<file path="config.mk">
export PLATFORM = sky130hd
export DESIGN_NAME = bank_arbiter
export DESIGN_NICKNAME = d
export VERILOG_FILES = /design/src/rtl/bank_arbiter.sv
export SDC_FILE = /design/constraint.sdc
export NUM_CORES = 1
export LEC_CHECK = 0
export ABC_CLOCK_PERIOD_IN_PS = 4100
export BUFFER_PORTS_ARGS = -buffer_cell sky130_fd_sc_hd__buf_2
export CAP_MARGIN = 20
export CORE_AREA = 2 2 116 118
export DETAILED_ROUTE_END_ITERATION = 6
export DIE_AREA = 0 0 118 120
export GPL_ROUTABILITY_DRIVEN = 0
export PLACE_DENSITY = 0.6
export SLEW_MARGIN = 20
export SYNTH_ARGS = -nofsm -noshare
export SYNTH_HDL_FRONTEND = slang
export SYNTH_SLANG_ARGS = --single-unit
</file>
<file path="constraint.sdc">
create_clock -name clk -period 4.1 [get_ports clk]
set_clock_uncertainty 0.1 [all_clocks]
set_input_delay 0 -clock clk [delete_from_list [all_inputs] [get_ports clk]]
set_output_delay 0 -clock clk [all_outputs]
set_load 0.03 [all_outputs]
</file>
<file path="src/rtl/bank_arbiter.sv">
// Round-robin arbiter with burst locking in front of one 1R/1W write-first memory bank.
// Optional: define BANK_ARB_RSP_REG_EN to register the read response (read latency 2 instead of 1).
module bank_arbiter #(
  parameter int NUM_REQ   = 4,
  parameter int DATA_W    = 32,
  parameter int ADDR_W    = 10,
  parameter int BURST_MAX = 16
) (
  input  logic                      clk,
  input  logic                      rst,
  input  logic [NUM_REQ-1:0]        req_valid,
  output logic [NUM_REQ-1:0]        req_ready,
  input  logic [NUM_REQ-1:0]        req_we,
  input  logic [NUM_REQ-1:0]        req_last,
  input  logic [NUM_REQ*ADDR_W-1:0] req_addr,
  input  logic [NUM_REQ*DATA_W-1:0] req_wdata,
  output logic [NUM_REQ-1:0]        rsp_valid,
  output logic [DATA_W-1:0]         rsp_rdata,
  output logic                      mem_we,
  output logic [ADDR_W-1:0]         mem_addr,
  output logic [DATA_W-1:0]         mem_din,
  input  logic [DATA_W-1:0]         mem_dout
);
  localparam int PW = $clog2(NUM_REQ);
  localparam int CW = $clog2(BURST_MAX) + 1;

  typedef enum logic {S_IDLE, S_LOCK} state_e;

  state_e             state_q, state_d;
  logic [PW-1:0]      ptr_q, ptr_d;
  logic [PW-1:0]      own_q, own_d;
  logic [CW-1:0]      cnt_q, cnt_d;
  logic [NUM_REQ-1:0] rd_pend_q, rd_pend_d;
  logic [PW-1:0]      gnt_idx, scan_idx;
  logic               gnt_vld, acc;

  always_comb begin
    gnt_vld  = 1'b0;
    gnt_idx  = '0;
    scan_idx = '0;
    if (state_q == S_LOCK) begin
      gnt_vld = req_valid[own_q];
      gnt_idx = own_q;
    end else begin
      // Scan from lowest to highest priority so the slot right after ptr is written last.
      for (int k = NUM_REQ; k >= 1; k--) begin
        scan_idx = PW'((int'(ptr_q) + k) % NUM_REQ);
        if (req_valid[scan_idx]) begin
          gnt_vld = 1'b1;
          gnt_idx = scan_idx;
        end
      end
    end
  end

  assign acc = gnt_vld & ~rst;

  always_ff @(posedge clk) begin
    if (rst) begin
      state_q   <= S_IDLE;
      ptr_q     <= PW'(NUM_REQ - 1);
      own_q     <= '0;
      cnt_q     <= '0;
      rd_pend_q <= '0;
    end else begin
      state_q   <= state_d;
      ptr_q     <= ptr_d;
      own_q     <= own_d;
      cnt_q     <= cnt_d;
      rd_pend_q <= rd_pend_d;
    end
  end

  always_comb begin
    state_d = state_q;
    ptr_d   = ptr_q;
    own_d   = own_q;
    cnt_d   = cnt_q;
    if (acc) begin
      case (state_q)
        S_IDLE: begin
          if (req_last[gnt_idx] || BURST_MAX == 1) begin
            ptr_d = gnt_idx;
          end else begin
            state_d = S_LOCK;
            own_d   = gnt_idx;
            cnt_d   = CW'(1);
          end
        end
        default: begin
          // The beat-count release fires even without req_last.
          if (req_last[own_q] || (cnt_q + CW'(1)) == CW'(BURST_MAX)) begin
            state_d = S_IDLE;
            ptr_d   = own_q;
          end else begin
            cnt_d = cnt_q + CW'(1);
          end
        end
      endcase
    end
  end

  always_comb begin
    req_ready = '0;
    mem_we    = 1'b0;
    mem_addr  = '0;
    mem_din   = '0;
    rd_pend_d = '0;
    if (acc) begin
      req_ready[gnt_idx] = 1'b1;
      mem_we             = req_we[gnt_idx];
      mem_addr           = req_addr[int'(gnt_idx)*ADDR_W +: ADDR_W];
      mem_din            = req_wdata[int'(gnt_idx)*DATA_W +: DATA_W];
      if (!req_we[gnt_idx]) rd_pend_d[gnt_idx] = 1'b1;
    end
  end

`ifdef BANK_ARB_RSP_REG_EN
  logic [NUM_REQ-1:0] rsp_valid_q;
  logic [DATA_W-1:0]  rsp_rdata_q;

  always_ff @(posedge clk) begin
    if (rst) begin
      rsp_valid_q <= '0;
      rsp_rdata_q <= '0;
    end else begin
      rsp_valid_q <= rd_pend_q;
      rsp_rdata_q <= (|rd_pend_q) ? mem_dout : '0;
    end
  end

  assign rsp_valid = rst ? '0 : rsp_valid_q;
  assign rsp_rdata = rst ? '0 : rsp_rdata_q;
`else
  assign rsp_valid = rst ? '0 : rd_pend_q;
  assign rsp_rdata = (rst || rd_pend_q == '0) ? '0 : mem_dout;
`endif

endmodule
</file>
==> After elaboration in Yosys (flattened, before gate mapping) <==
Index checks and enable logic that the tools add are counted.
{ "classes": {"n_mux": 43, "bitwise_logic": 5, "multipliers": 1, "n_eq_ne": 4, "shifts": 2, "reduce_logical": 9, "magnitude_cmp": 7, "add_sub_neg": 5} }
{ "ops": {"columns": ["operator", "n"], "rows": [
  ["$shiftx A128 B8 Y32", 1],
  ["$mux W32", 2],
  ["$shiftx A40 B7 Y10", 1],
  ["$lt A2 B3 Y1 const B", 6],
  ["$mux W1", 18],
  ["$bmux W1 S2", 8],
  ["$mux W2", 8],
  ["$mux W5", 3],
  ["$mux W10", 1],
  ["$reduce_and A3 Y1", 3],
  ["$mux W4", 2],
  ["$add A5 B1 Y5 const B", 1],
  ["$eq A5 B5 Y1 const B", 1],
  ["$mul A2 B3 Y5 const B", 1],
  ["$add A2 B1 Y2 const B", 2],
  ["$add A2 B2 Y2 const B", 2],
  ["$logic_not A4 Y1", 1],
  ["$ne A2 B2 Y1 const B", 2],
  ["$not A1 Y1", 4],
  ["$reduce_or A3 Y1", 1],
  ["$demux W1 S2", 1],
  ["$ge A2 B1 Y1 const B", 1],
  ["$logic_or A1 B1 Y1", 2],
  ["$ne A2 B1 Y1 const B", 1],
  ["other kinds (3)", 3]
]} }
{ "totals": {"elab_cells": 81, "regBits": 14} }

==> Logic depth before layout (Yosys ltp) <==
{ "logic_depth": {"word_depth": 13, "depth_mapped": 8, "ltp_nobuf": 6} }

==> Worst setup path after synthesis <==
No wires, ideal clock.
{ "synth_timing": {"path_type": "register to output", "startpoint": "register ptr_q[0]", "endpoint": "output mem_addr[0]", "t_required_ns": 4.000, "stages_incl_launch_ff": 7, "setup_slack_ns": 1.899, "t_arrival_ns": 2.101, "path_buffers": 1, "path_cell_list": "dfxtp_1 -> nand2b_2 -> a21boi_2 -> o41ai_4 -> buf_6 -> mux4_2 -> and2b_1"} }
{ "synth_via": {"elab_chain_len": 11, "word_cells_on_any_way": 26, "cone_classes": "4 x add/sub; 1 x mul; 1 x shift; 19 x mux; 1 x bitwise"} }
{ "synth_rtl": {"columns": ["item", "line", "text"], "rows": [
  ["start: declaration", "30", "logic [PW-1:0] ptr_q, ptr_d;"],
  ["start signal: assignment", "61", "ptr_q <= PW'(NUM_REQ - 1);"],
  ["start signal: assignment", "67", "ptr_q <= ptr_d;"],
  ["$add A2 B1 Y2", "47", "scan_idx = PW'((int'(ptr_q) + k) % NUM_REQ);"],
  ["$bmux W1 S2", "48", "if (req_valid[scan_idx]) begin"],
  ["$mux W1 (implied by the code)", "48", null],
  ["$mux W2 (4 in series)", "48", null],
  ["$mux W2", "41", "if (state_q == S_LOCK) begin"],
  ["$mul A2 B3 Y5", "112", "mem_addr = req_addr[int'(gnt_idx)*ADDR_W +: ADDR_W];"],
  ["$shiftx A40 B7 Y10", "112", null],
  ["$mux W10 (*)", "109", "if (acc) begin"],
  ["end: declaration", "20", "output logic [ADDR_W-1:0] mem_addr,"]
]} }
Mark *: on every way between the ends. The rest lies on a longest branch, timed or not. The select of a mux whose other input is x is not followed.

==> Worst setup path in the final report <==
{ "layout_timing": {"startpoint": "register ptr_q[0]", "endpoint": "output mem_din[0]"} }
{ "layout_via": {"elab_chain_len": 10, "word_cells_on_any_way": 25, "cone_classes": "4 x add/sub; 1 x shift; 19 x mux; 1 x bitwise"} }
{ "layout_rtl": {"columns": ["item", "line", "text"], "rows": [
  ["$add A2 B1 Y2", "47", null],
  ["$bmux W1 S2", "48", null],
  ["$mux W1 (implied by the code)", "48", null],
  ["$mux W2 or $mux W1 (tied branches) (4 in series)", "48", null],
  ["$mux W2 or $mux W1 (tied branches)", "41", null],
  ["$shiftx A128 B8 Y32 or $and A1 B1 Y1 (tied branches)", "113, 56", null],
  ["$mux W32 (*)", "109", null],
  ["end: declaration", "21", "output logic [DATA_W-1:0] mem_din,"]
]} }
Marked as above.

==> reports/results.txt <==
GR met2 Demand/Resource - 0.286
Worst setup EP type - output pin
Global route hottest layer - met2
Vias in the first global route - 3370
R2R Path Start - ptr_q[0]
FF-to-FF setup slack - 1.63 ns
Synth Flop Type - dfxtp_1
Largest net degree at the start of global routing - 47
Maximum vdd drop - 0.000249 V
Synth Cell Area - 0.00265 mm^2
Worst Path Arrival - 2.96 ns
PwrDens - 548 mW/mm^2
Worst Tran Pin Value - 0.764 ns
Net Sw Power - 1200 uW
Layout Cells excl Fill - 723
Hold path startpoint - rst
FILL cells - 1373
Post-synth EDFFs - 0
CTS clock-pin slew for the worst setup and hold paths - 0.04 ns
Via Count - 3446
Final core occ - 0.340
CTS Buf Count - 3
RR Endpoint - cnt_q[3]
Yosys reg bits - 14
Die area - 0.0142 mm^2
Site row count - 42
Final nets - 761
Max Slew Vio Count - 0
Final hold vios - 0
Vias per cell - 4.77
Net Count, Synth - 474
Drt drc - 0
Unrepaired setup endpoints after global routing - false
Min-Delay Path Depth - 2
Gate power share - 0.826
Share of cells above drive strength 1 - 0.675
Status - completed
Area contributors post-synth - mux4_2 (38%), dfxtp_1 (11%), and2b_1 (8.5%)
WL/cell - 17.0 um
Synth top area share - 0.383
CP required - 4.00 ns
Hold Crit Class - in -> reg
Num Clock Sinks - 14
First-pass GRT wire length - 18000 um
Post-synthesis async set-or-reset flop share - 0
I/O pins - 297
Post-Route WL - 12300 um
CTS tree - yes
CTS Root Cell - clkbuf_16
Clk_lat worst skew - 0.25 ns
Met3 track demand over resource - 0.0266
Critical path type - reg -> out
Max Buffers Root-to-Sink - 2
Antenna-violating nets left - 0
Initial core utilization - 0.204
Grt met1 use - 0.196
Syn_area_per_cell - 10.2 um^2
Total power draw - 2410 uW
Clk pwr share - 0.086
Layout Area Growth over Synthesis - 66.7%
Startpoint types - flop
Net Sw Frac - 0.496
Placed cells - 713
Unique masters post-synth - 51
Die Y-Extent - 120 um
Dpl hpwl - 10600 um
Final period utilization - 0.746
Final min period - 3.06 ns
FF-to-FF path depth - 6
Area of the core - 0.0130 mm^2
Post-synth top area cell - mux4_2
Warnings from Yosys - 0
Sequential-to-total area share from yosys stat - 0.106
CP max FO - 43
Hold endpoint - own_q[1]
Antenna violations before repair - 3
Detailed router's first-iteration violation count - 177
F_max - 327 MHz
Setup violators final - 0
Htree depth - 1
Seq pwr share - 0.088
Total grt overflow - 0
Max-Slew Margin vs Limit - 0.490
Drt pass-1 iters - 4
Most common cell after layout, fill and taps aside - buf_2
Pint - 1220 uW
Die Width - 118 um
Hold WS - 0.0516 ns
Post-Synthesis Cells - 259
GR Util All Layers - 0.160
Most frequent cells in the layout - buf_2 (296), mux4_2 (45), and2_1 (34)
Port Buffer Count - 296
Maxcap violations - 0
Leak - 0.00226 uW
Fin Setup TNS - 0 ns
## worst max-delay path by stage
stage                         from     endpoint  slack, ns
final                     ptr_q[0]   mem_din[0]       1.04
after global routing      ptr_q[0]   mem_din[0]       0.90
after CTS                  state_q  mem_addr[7]       0.98
after detailed placement   state_q  mem_addr[7]       1.25
after global placement     state_q  mem_addr[6]       1.29
after floorplan           ptr_q[0]  mem_addr[0]       1.90
## Yosys cell counts (3+ instances only)
| library cell | n |
|---|---|
| and3_1 | 4 |
| nand2_1 | 7 |
| buf_2 | 5 |
| and2b_1 | 30 |
| and2_1 | 34 |
| nor4_1 | 6 |
| inv_1 | 3 |
| o21ai_0 | 5 |
| dfxtp_1 | 14 |
| clkbuf_1 | 10 |
| nand3_1 | 8 |
| nor2_1 | 5 |
| nand2b_1 | 5 |
| a21oi_1 | 3 |
| buf_6 | 4 |
| nor3_1 | 10 |
| mux4_2 | 45 |
| nor2b_1 | 19 |
## worst max-delay path, stage by stage, from the launching register on
cell,delay [ns]
dfxtp_1,0.38
nand2b_2,0.18
a21boi_2,0.09
o41ai_4,0.73
buf_12,0.37
mux4_2,0.57
nor2b_1,0.15
buf_2,0.18
## cell families after synthesis
group,after synthesis,synth area share
mux,48,0.398
flops,14,0.106
buf+inv,25,0.0534
simple gates,138,0.332
fa+ha+maj,1,0.00473
compound gates,33,0.106
## power groups by stage
stage,combinational (uW),clock (uW),sequential (uW)
6_report,1990,208,213
4_1_cts,2020,214,211
2_1_floorplan,1590,0,192
3_5_place_dp,2020,0,213
3_3_place_gp,1990,0,211
5_1_grt,2130,217,219
## routing by layer
metal	wire length, um	up-vias
li1	-	1574
met1	4870	1618
met2	6230	238
met3	1010	14
met4	201	2
met5	13	-
## flip-flops by register name, indices dropped and copies added (netlist names)
signal,count
rd_pend_q,4
own_q,2
cnt_q,5
ptr_q,2
state_q,1
## cell type report
type | instances | area, um^2 | share of cell area
tap | 176 | 220 | 0.0499
clock buffer | 4 | 88.8 | 0.0201
inverter | 4 | 15.0 | 0.00340
timing repair buffer | 303 | 1560 | 0.353
sequential | 14 | 280 | 0.0635
antenna | 2 | 5.00 | 0.00113
multi-input combinational | 220 | 2240 | 0.509
## stage by stage
stage / worst slack [ns] / instance area (um^2)
CTS: 0.981 / 4400
global placement: 1.29 / 4270
global route: 0.905 / 4410
floorplan: 1.90 / 2650
finish: 1.04 / 4410
detailed placement: 1.25 / 4270
## what timing repair did
item                      in CTS  in global routing
gates resized for setup        0                  0
hold endpoints to repair       4                  0
hold buffers                   4                  0
setup buffers                  0                  0
Note: power is estimated with default switching activity, not from simulation.
